[config.mk]
export PLATFORM = sky130hd
export DESIGN_NAME = mem_port_arbiter
export DESIGN_NICKNAME = d
export VERILOG_FILES = /design/src/rtl/mem_port_arbiter_pkg.sv /design/src/rtl/mem_port_arbiter_access_timer.sv /design/src/rtl/mem_port_arbiter.sv
export SDC_FILE = /design/constraint.sdc
export NUM_CORES = 1
export LEC_CHECK = 0
export BUFFER_PORTS_ARGS = -buffer_cell sky130_fd_sc_hd__buf_2
export CAP_MARGIN = 0
export CORE_MARGIN = 2
export CORE_UTILIZATION = 37
export CTS_CLUSTER_SIZE = 16
export DETAILED_ROUTE_END_ITERATION = 12
export PLACE_DENSITY = 0.67
export SETUP_SLACK_MARGIN = 0.15
export SLEW_MARGIN = 0
export SYNTH_ARGS = -nofsm -noshare
export SYNTH_HDL_FRONTEND = slang
export SYNTH_HIERARCHICAL = 1
export SYNTH_SLANG_ARGS = --single-unit
[constraint.sdc]
create_clock -name clk_i -period 2.7 [get_ports clk_i]
set_input_delay 0.135 -clock clk_i [delete_from_list [all_inputs] [get_ports clk_i]]
set_output_delay 0.135 -clock clk_i [all_outputs]
set_load 0.02 [all_outputs]
[src/rtl/mem_port_arbiter_pkg.sv]
// Shared encodings for the unified IF/MEM memory port arbiter.
// Also holds the requester IDs and the width of the latency counter.
package mem_port_arbiter_pkg;

    typedef enum logic [2:0] {
        ARB_IDLE     = 3'd0,
        ARB_BUSY_IF  = 3'd1,
        ARB_BUSY_MEM = 3'd2,
        ARB_DONE_IF  = 3'd3,
        ARB_DONE_MEM = 3'd4
    } arb_state_t;

    typedef logic req_id_t;

    localparam req_id_t REQ_IF  = 1'b0;
    localparam req_id_t REQ_MEM = 1'b1;

    // Wide enough for the largest legal latency (15 cycles).
    localparam int TIMER_W = 4;

endpackage

[src/rtl/mem_port_arbiter_access_timer.sv]
// Loadable down-counter for fixed-latency units.
// The done flag is high whenever the count has reached zero.
module access_timer #(
    parameter int CNT_W = 4
) (
    input  logic             clk,
    input  logic             rst,
    input  logic             load,
    input  logic [CNT_W-1:0] load_val,
    input  logic             en,
    output logic             done
);

    logic [CNT_W-1:0] count;

    // Holding at zero means the counter can never wrap.
    always_ff @(posedge clk) begin
        if (rst) begin
            count <= '0;
        end else if (load) begin
            count <= load_val;
        end else if (en && (count != '0)) begin
            count <= count - 1'b1;
        end
    end

    assign done = (count == '0);

endmodule

[src/rtl/mem_port_arbiter.sv]
// Arbitrates IF fetches and MEM loads/stores onto one fixed-latency RAM port.
// It returns per-requester ready pulses and read data, plus the pipeline stall signals.
module mem_port_arbiter
    import mem_port_arbiter_pkg::*;
#(
    parameter int ADDR_W  = 32,
    parameter int DATA_W  = 32,
    parameter int MEM_LAT = 2
) (
    input  logic              clk_i,
    input  logic              rst_i,
    input  logic              if_req_i,
    input  logic [ADDR_W-1:0] if_addr_i,
    input  logic              if_flush_i,
    output logic [DATA_W-1:0] if_rdata_o,
    output logic              if_ready_o,
    input  logic              mem_req_i,
    input  logic              mem_we_i,
    input  logic [ADDR_W-1:0] mem_addr_i,
    input  logic [DATA_W-1:0] mem_wdata_i,
    output logic [DATA_W-1:0] mem_rdata_o,
    output logic              mem_ready_o,
    output logic              ram_en_o,
    output logic              ram_we_o,
    output logic [ADDR_W-1:0] ram_addr_o,
    output logic [DATA_W-1:0] ram_wdata_o,
    input  logic [DATA_W-1:0] ram_rdata_i,
    output logic              stall_if_o,
    output logic              stall_mem_o
);

    localparam logic [TIMER_W-1:0] LOAD_VAL = TIMER_W'(MEM_LAT - 1);

    arb_state_t state;
    logic       discard;
    logic       grant_vld;
    req_id_t    grant_id;
    logic       busy;
    logic       timer_done;

    // A requester that is being answered this cycle still shows its old request,
    // so it sits out arbitration; this also yields alternation under contention.
    always_comb begin
        grant_vld = 1'b0;
        grant_id  = REQ_IF;
        if (state == ARB_IDLE || state == ARB_DONE_IF || state == ARB_DONE_MEM) begin
            if (mem_req_i && state != ARB_DONE_MEM) begin
                grant_vld = 1'b1;
                grant_id  = REQ_MEM;
            end else if (if_req_i && state != ARB_DONE_IF) begin
                grant_vld = 1'b1;
                grant_id  = REQ_IF;
            end
        end
    end

    assign busy = (state == ARB_BUSY_IF) || (state == ARB_BUSY_MEM);

    access_timer #(
        .CNT_W(TIMER_W)
    ) u_timer (
        .clk     (clk_i),
        .rst     (rst_i),
        .load    (grant_vld),
        .load_val(LOAD_VAL),
        .en      (busy),
        .done    (timer_done)
    );

    always_ff @(posedge clk_i) begin
        if (rst_i) begin
            state       <= ARB_IDLE;
            discard     <= 1'b0;
            if_ready_o  <= 1'b0;
            mem_ready_o <= 1'b0;
            if_rdata_o  <= '0;
            mem_rdata_o <= '0;
            ram_en_o    <= 1'b0;
            ram_we_o    <= 1'b0;
            ram_addr_o  <= '0;
            ram_wdata_o <= '0;
        end else begin
            if_ready_o  <= 1'b0;
            mem_ready_o <= 1'b0;
            case (state)
                ARB_IDLE, ARB_DONE_IF, ARB_DONE_MEM: begin
                    if (state == ARB_DONE_IF) begin
                        discard <= 1'b0;
                    end
                    if (grant_vld) begin
                        ram_en_o <= 1'b1;
                        if (grant_id == REQ_MEM) begin
                            state       <= ARB_BUSY_MEM;
                            ram_we_o    <= mem_we_i;
                            ram_addr_o  <= mem_addr_i;
                            ram_wdata_o <= mem_wdata_i;
                        end else begin
                            state      <= ARB_BUSY_IF;
                            ram_we_o   <= 1'b0;
                            ram_addr_o <= if_addr_i;
                        end
                    end else begin
                        state <= ARB_IDLE;
                    end
                end
                ARB_BUSY_IF: begin
                    // The RAM access cannot be cancelled; a flush only hides its result.
                    if (if_flush_i) begin
                        discard <= 1'b1;
                    end
                    if (timer_done) begin
                        state    <= ARB_DONE_IF;
                        ram_en_o <= 1'b0;
                        if (!(discard || if_flush_i)) begin
                            if_ready_o <= 1'b1;
                            if_rdata_o <= ram_rdata_i;
                        end
                    end
                end
                ARB_BUSY_MEM: begin
                    if (timer_done) begin
                        state       <= ARB_DONE_MEM;
                        ram_en_o    <= 1'b0;
                        ram_we_o    <= 1'b0;
                        mem_ready_o <= 1'b1;
                        if (!ram_we_o) begin
                            mem_rdata_o <= ram_rdata_i;
                        end
                    end
                end
                default: begin
                    state <= ARB_IDLE;
                end
            endcase
        end
    end

    assign stall_mem_o = mem_req_i & ~mem_ready_o;
    assign stall_if_o  = (if_req_i & ~if_ready_o) | stall_mem_o;

endmodule
==> summary.md, run 1 <==
| Metric | Value |
|---|---|
| CTS Buffer Depth | 2 |
| Synth area leaders | dfxtp_1 47%, a21oi_1 8.2%, nand3_1 8.2% |
| Slew Limit Fails | 0 |
| Sequential area share after synthesis | 46.8% |
| CTS tree | built |
| Met2 Resource Use GR | between 30% and 40% |
| Global-route wire length before repair | 32300 µm |
| Flop pwr share | a little under two fifths |
| Most frequent cell after synthesis | dfxtp_1 |
| Switch share | between 30% and 40% |
| Starting DRT DRC Count | 422 |
| Drt first pass iters | 5 |
| Chip width | approximately 130 µm |
| Peak VDD IR | 0.600 mV |
| CP Capture Point | if_rdata_o[30]$_SDFFE_PP0P_ |
| Skew-Pair Late Insertion Delay | approximately 410 ps |
| Syn Area/Cell | 8.59 µm² |
| Core area | about 16000 µm² |
| Setup TNS Final | 0 ps |
| FF-to-FF setup slack | 460 ps |
| H-tree depth | 4 |
| GRT Total Usage | between 20% and 30% |
| Crit share post-route | between 80% and 90% |
| Wire length per cell | ~16 µm |
| Post_cts resized | 0 |
| Antenna Nets Post-Route | 0 |
| Cell Pwr Density | 719 nW/µm² |
| Final min period | 2240 ps |
| Cell Area, Synth | 5990 µm² |
| Antenna Cells | 0 |
| Clock power share | a little over a third |
| Critical Path Start | u_timer/count[1]$_SDFFE_PP0P_ |
| Worst EP required | 2970 ps |
| Unique masters post-synth | between 40 and 50 |
| Clk sinks | 140 |
| CTS Hold Bufs | 74 |
| Achievable frequency | 0.447 GHz |
| Ys async rst share | 0% |
| Clock Skew | 10.5 ps |
| Met3 usage | 6.64% |
| CP Class | reg2reg |
| FF-to-FF End | if_rdata_o[30]$_SDFFE_PP0P_ |
| CTS Root Cell | clkbuf_16 |
| Largest net degree at the start of global routing | 62 |
| Final setup viols | 0 |
| # rows | 46 |
| Area growth syn-to-layout | 45.7% |
| Most frequent cells after synthesis | 140 x dfxtp_1, 98 x a21oi_1, 98 x nand3_1, 68 x nand2_1, 57 x o21ai_1 |
| Starting Density | 37.8% |
| Top cell type's share of synthesized area | 46.8% |
| Hpwl dp | approximately 12000 µm |
| Startpoint types | flop |
| Grt ovf | 0 |
| RSZ-0062 raised after global routing | no |
| GRT busiest layer | met2 |
| Initial antenna violation count | 0 |
| Vias in the first global route | 6182 |
| Nets | 1139 |
| Switching power | 2.13 mW |
| DRT Wirelength | around 20000 µm |
| # DRC | 0 |
| Die Area | roughly 17000 µm² |
| Worst-path fanout max | 23 |
| Cell leakage power | 3.69 nW |
| Number of synthesized flops with an enable pin | 0 |
| Synth warn | 6 |
| Arr. time, crit path | 2510 ps |
| Share of cells above drive strength 1 | 35.2% |
| Synthesized instance count | 697 |
| Met1 Use GR | roughly 30% |
| Post-layout util | 55.1% |
| Yosys top cell by area | dfxtp_1 |
| Vias per cell | 5.22 |
| Clock slew at reported path FFs | 60 ps |
| Final Hold Viols | 0 |
| CP Capture Type | flop |
| IO Count | 268 |
| RR Startpoint | u_timer/count[1]$_SDFFE_PP0P_ |
| Status | finished, final reports clean |
| Slack of the critical path | ~460 ps |
| HP Class | in2reg |
| RD Place Congestion | 0.806 |
| Inserted Clock Buffers | 17 |
| Setup WS pre-CTS | approximately 460 ps |
| Vert. Die Dim | 131 µm |
| FF+latch count, synth | 140 |
| IO Port Bufs | 267 |
| Max Cap Viol | 0 |
| Internal power | 4.14 mW |
| Vias | 6433 |
| Setup Buffers After CTS | 0 |
| Slew @ Worst Pin | about 800 ps |
| Most common flop cell mapped by yosys | dfxtp_1 |
| Reg2Reg Depth | 8 |
| Rel. slew slack | approximately 47% |
| Logic pwr share | 27.0% |
==> state kept, by name (all words and copies together), names as in the netlist <==
signal	count
discard	1
if_rdata_o	32
if_ready_o	1
mem_rdata_o	32
mem_ready_o	1
ram_addr_o	32
ram_en_o	1
ram_wdata_o	32
ram_we_o	1
state	3
u_timer/count	4
==> logic make-up after synthesis <==
| logic type | share of synthesized area (%) |
|---|---|
| xor+xnor | 0.418 |
| other cells | 0.125 |
| compound gates | 25.9 |
| mux | 0.167 |
| fa+ha+maj | 0.209 |
| simple gates | 19.2 |
| flops | 46.8 |
| buf+inv | 7.19 |
==> stage by stage <==
| stage | total power, mW | cell area, µm² | instances | hold WS (ps) |
|---|---|---|---|---|
| global placement | 4.02 | 7430 | 1127 | 389 |
| floorplan | 3.50 | 6000 | 699 | 207 |
| CTS | 6.33 | 8720 | 1232 | 1.99 |
| finish | 6.27 | 8720 | 1232 | 18.5 |
| global route | 6.60 | 8720 | 1232 | 4.30 |
| detailed placement | 4.03 | 7430 | 1127 | 393 |
==> metal layers <==
layer | routed length [µm] | up-vias
li1 | - | 3116
met1 | 8610 | 2992
met2 | 9380 | 291
met3 | 1660 | 34
met4 | 405 | 0
met5 | 0 | -
==> critical path: stages, from the launching register on <==
cell,delay [ps]
dfxtp_1,310
inv_1,110
ha_1,220
or3b_4,440
inv_1,170
nand2b_1,330
buf_12,290
o21ai_1,150
a21oi_1,90
==> cells in the final DEF, fill, tap and decap left out, types with 28 or more instances in the layout <==
cell type	n
o21ai_0	40
buf_2	266
a311oi_2	28
o21ai_1	57
nor3_1	35
a21oi_1	98
nand2_1	68
dlygate4sd3_1	74
dfxtp_1	140
nand3_1	98
==> final cells by class <==
type / count / area, µm²
Clock buffer: 17 / 425
Clock inverter: 14 / 123
Fill cell: 1444 / 7100
Inverter: 8 / 30.0
Multi-Input combinational cell: 477 / 2800
Sequential cell: 140 / 2800
Tap cell: 216 / 270
Timing Repair Buffer: 360 / 2270
==> power groups by stage <==
stage	Sequential (mW)	Combinational [mW]	Clock, mW
final	2.38	1.70	2.19
after global routing	2.41	1.84	2.35
after floorplan	2.62	0.888	0
after CTS	2.38	1.70	2.25
after global placement	2.42	1.60	0
after detailed placement	2.42	1.61	0
==> worst min path at each step <==
stage          depth (start not counted)  slack [ps]             from                       endpoint
5_1_grt                                3           4  mem_wdata_i[23]   ram_wdata_o[23]$_SDFFE_PP0P_
3_5_place_dp                           3         390   mem_wdata_i[0]    ram_wdata_o[0]$_SDFFE_PP0P_
3_3_place_gp                           3         390  mem_wdata_i[30]   ram_wdata_o[30]$_SDFFE_PP0P_
2_1_floorplan                          1         210            rst_i  u_timer/count[0]$_SDFFE_PP0P_
4_1_cts                                3           2     if_addr_i[9]     ram_addr_o[9]$_SDFFE_PP0P_
6_report                               3          20    if_addr_i[30]    ram_addr_o[30]$_SDFFE_PP0P_
Power figures use the tool's default switching activity.
==> run 2, diff against run 1 <==
- PLACE_DENSITY: 0.67 -> 0.7
- clock period: 2.7 -> 1.9 ns (I/O delays scaled with it)
==> summary.md, run 2 (synthesis results as in run 1) <==
| Metric | Value |
|---|---|
| Largest net degree at the start of global routing | 62 (unchanged) |
| Grt ovf | 0 (unchanged) |
| HP Class | in2reg (unchanged) |
| Chip width | 131 µm (unchanged) |
| CTS tree | built (unchanged) |
| Drt first pass iters | 5 (unchanged) |
| Global-route wire length before repair | 35200 µm (was 32300 µm) |
| Status | finished, final reports clean (unchanged) |
| RR Startpoint | u_timer/count[1]$_SDFFE_PP0P_ (unchanged) |
| Starting DRT DRC Count | 462 (was 422) |
| RD Place Congestion | 0.804 (was 0.806) |
| Nets | 1200 (was 1139) |
| Commonest non-fill, non-tap cell in the layout | buf_2 (unchanged) |
| Initial antenna violation count | 1 (was 0) |
| Worst-path cell chain | inv_2, ha_4, or3b_4, inv_4, buf_4, nand4bb_4, buf_12, o21ai_0, a21oi_1 (was inv_1, ha_1, or3b_4, inv_1, nand2b_1, buf_12, o21ai_1, a21oi_1) |
| Vias | 6848 (was 6433) |
| Peak VDD IR | 0.723 mV (was 0.600 mV) |
| Vert. Die Dim | 131 µm (unchanged) |
| IO Count | 268 (unchanged) |
| Met2 Resource Use GR | 42.0% (was 36.8%) |
| Die Area | 17200 µm² (unchanged) |
| CTS Buffer Depth | 2 (unchanged) |
| Crit share post-route | 99.2% (was 82.9%) |
| Number of fill cells in the layout | 1301 (was 1444) |
| Slack of the critical path | 15.3 ps (was 462 ps) |
| Cell leakage power | 4.07 nW (was 3.69 nW) |
| GRT Total Usage | 25.0% (was 23.0%) |
| # rows | 46 (unchanged) |
| Cell Pwr Density | 1020 nW/µm² (was 719 nW/µm²) |
| Setup WS pre-CTS | -4.65 ps (was 462 ps) |
| Clock Skew | 7.44 ps (was 10.5 ps) |
| Max Cap Viol | 0 (unchanged) |
| CP Capture Type | flop (unchanged) |
| Crit-path max cell delay | 390 ps (was 440 ps) |
| Worst-path fanout max | 32 (was 23) |
| Wire length per cell | 17.0 µm (was 16.3 µm) |
| Skew-Pair Late Insertion Delay | 420 ps (was 410 ps) |
| WP buf/inv | 4 (was 3) |
| FF-to-FF setup slack | 20 ps (was 460 ps) |
| Clock slew at reported path FFs | 60 ps (about the same) |
| Clk sinks | 140 (unchanged) |
| FF-to-FF End | mem_rdata_o[23]$_SDFFE_PP0P_ (was if_rdata_o[30]$_SDFFE_PP0P_) |
| Hold Path Cell Cnt | 2 (was 3) |
| Met3 usage | 6.25% (was 6.64%) |
| Starting Density | 37.8% (unchanged) |
| # DRC | 0 (unchanged) |
| Crit-path leading delay family | simple AND/OR/NAND/NOR gates (unchanged) |
| Slew Limit Fails | 0 (unchanged) |
| CTS Root Cell | clkbuf_16 (unchanged) |
| RSZ-0062 raised after global routing | yes (was no) |
| Final Hold Viols | 0 (unchanged) |
| Antenna Nets Post-Route | 0 (unchanged) |
| Startpoint types | flop (unchanged) |
| Worst path slowest cell | or3b_4 (unchanged) |
| Antenna Cells | 0 (unchanged) |
| GRT busiest layer | met2 (unchanged) |
| Core area | 15800 µm² (unchanged) |
| Min-Delay Startpoint | rst_i (was if_addr_i[30]) |
| Vias per cell | 5.30 (was 5.22) |
| H-tree depth | 4 (unchanged) |
| Area growth syn-to-layout | 60.8% (was 45.7%) |
| CP Class | reg2reg (unchanged) |
| Share of cells above drive strength 1 | 39.6% (was 35.2%) |
| IO Port Bufs | 267 (unchanged) |
| Hold path endpoint | ram_addr_o[28]$_SDFFE_PP0P_ (was ram_addr_o[30]$_SDFFE_PP0P_) |
| Most frequent cells in the layout | 266 x buf_2, 136 x dfxtp_1, 95 x a21oi_1, 94 x dlygate4sd3_1, 84 x nand3_1 (was 266 x buf_2, 140 x dfxtp_1, 98 x nand3_1, 98 x a21oi_1, 74 x dlygate4sd3_1) |
| Area post-placement | 7620 µm² (was 7430 µm²) |
| Final min period | 1880 ps (was 2240 ps) |
| Reg2Reg Depth | 9 (was 8) |
| DRT Wirelength | 22000 µm (was 20100 µm) |
| Vias in the first global route | 6869 (was 6182) |
| Inserted Clock Buffers | 17 (unchanged) |
| Worst EP required | 2170 ps (was 2970 ps) |
| Worst path depth | 9 (was 8) |
| Final non-filler cell area | 9630 µm² (was 8720 µm²) |
| Met1 Use GR | 30.3% (was 29.6%) |
| Achievable frequency | 0.531 GHz (was 0.447 GHz) |
| Hpwl dp | 12700 µm (was 12300 µm) |
| Final setup viols | 0 (unchanged) |
| Arr. time, crit path | 2160 ps (was 2510 ps) |
-- run 2: cell count changes in the layout (fill, tap and decap cells not counted), sizes merged --
cell / before / now
inv: 10 / 12
clkinv: 9 / 3
dlygate4sd3: 74 / 94
clkbuf: 17 / 21
bufinv: 1 / 2
buf: 286 / 326
-- run 2: stage by stage --
stage               hold slack, ps  util [%]  TNS, ps  instances  total power, mW
floorplan                      167         -        0        699             5.04
global placement               349      48.2        0       1138             5.85
detailed placement             353      48.2    -8.76       1138             5.88
CTS                          0.797      59.8        0       1285             9.72
global route                  9.85      60.8    -1340       1293             10.3
finish                        14.3      60.8        0       1293             9.83
-- run 2: how the worst max path moves through the flow --
stage	from	to	slack, ps
6_report	u_timer/count[1]$_SDFFE_PP0P_	mem_rdata_o[23]$_SDFFE_PP0P_	20
5_1_grt	u_timer/count[1]$_SDFFE_PP0P_	mem_rdata_o[1]$_SDFFE_PP0P_	-50
4_1_cts	u_timer/count[0]$_SDFFE_PP0P_	mem_rdata_o[23]$_SDFFE_PP0P_	40
3_5_place_dp	u_timer/count[1]$_SDFFE_PP0P_	mem_rdata_o[22]$_SDFFE_PP0P_	-5
3_3_place_gp	u_timer/count[1]$_SDFFE_PP0P_	mem_rdata_o[6]$_SDFFE_PP0P_	70
2_1_floorplan	u_timer/count[1]$_SDFFE_PP0P_	mem_rdata_o[10]$_SDFFE_PP0P_	160
-- run 2: repair_timing --
action	CTS	global route
pin swaps	5	13
endpoints found under the setup margin	99	65
setup buffers	17	7
endpoints found under the hold margin	126	0
hold buffers	94	0
resized for setup	20	26
cloned	5	1
-- run 2: layout make-up --
type                    instances  area [µm²]  area share [%]
repair buffers                421        2990            31.1
inverters                       8        32.5           0.338
clock buffers                  20         457            4.74
clock inverters                11         133            1.38
well taps                     216         270            2.81
multi-input cells             477        2940            30.5
flip-flops and latches        140        2810            29.2
-- run 2: power by group --
group	internal [mW]	switching (mW)	total, mW
Clock	2.01	1.32	3.33
Combinational	1.34	1.78	3.12
Sequential	3.22	0.162	3.38
-- run 2: layer usage --
metal / up-vias / wire length (µm)
li1: 3255 / -
met1: 3186 / 8870
met2: 354 / 10700
met3: 51 / 1760
met4: 2 / 658
met5: - / 13
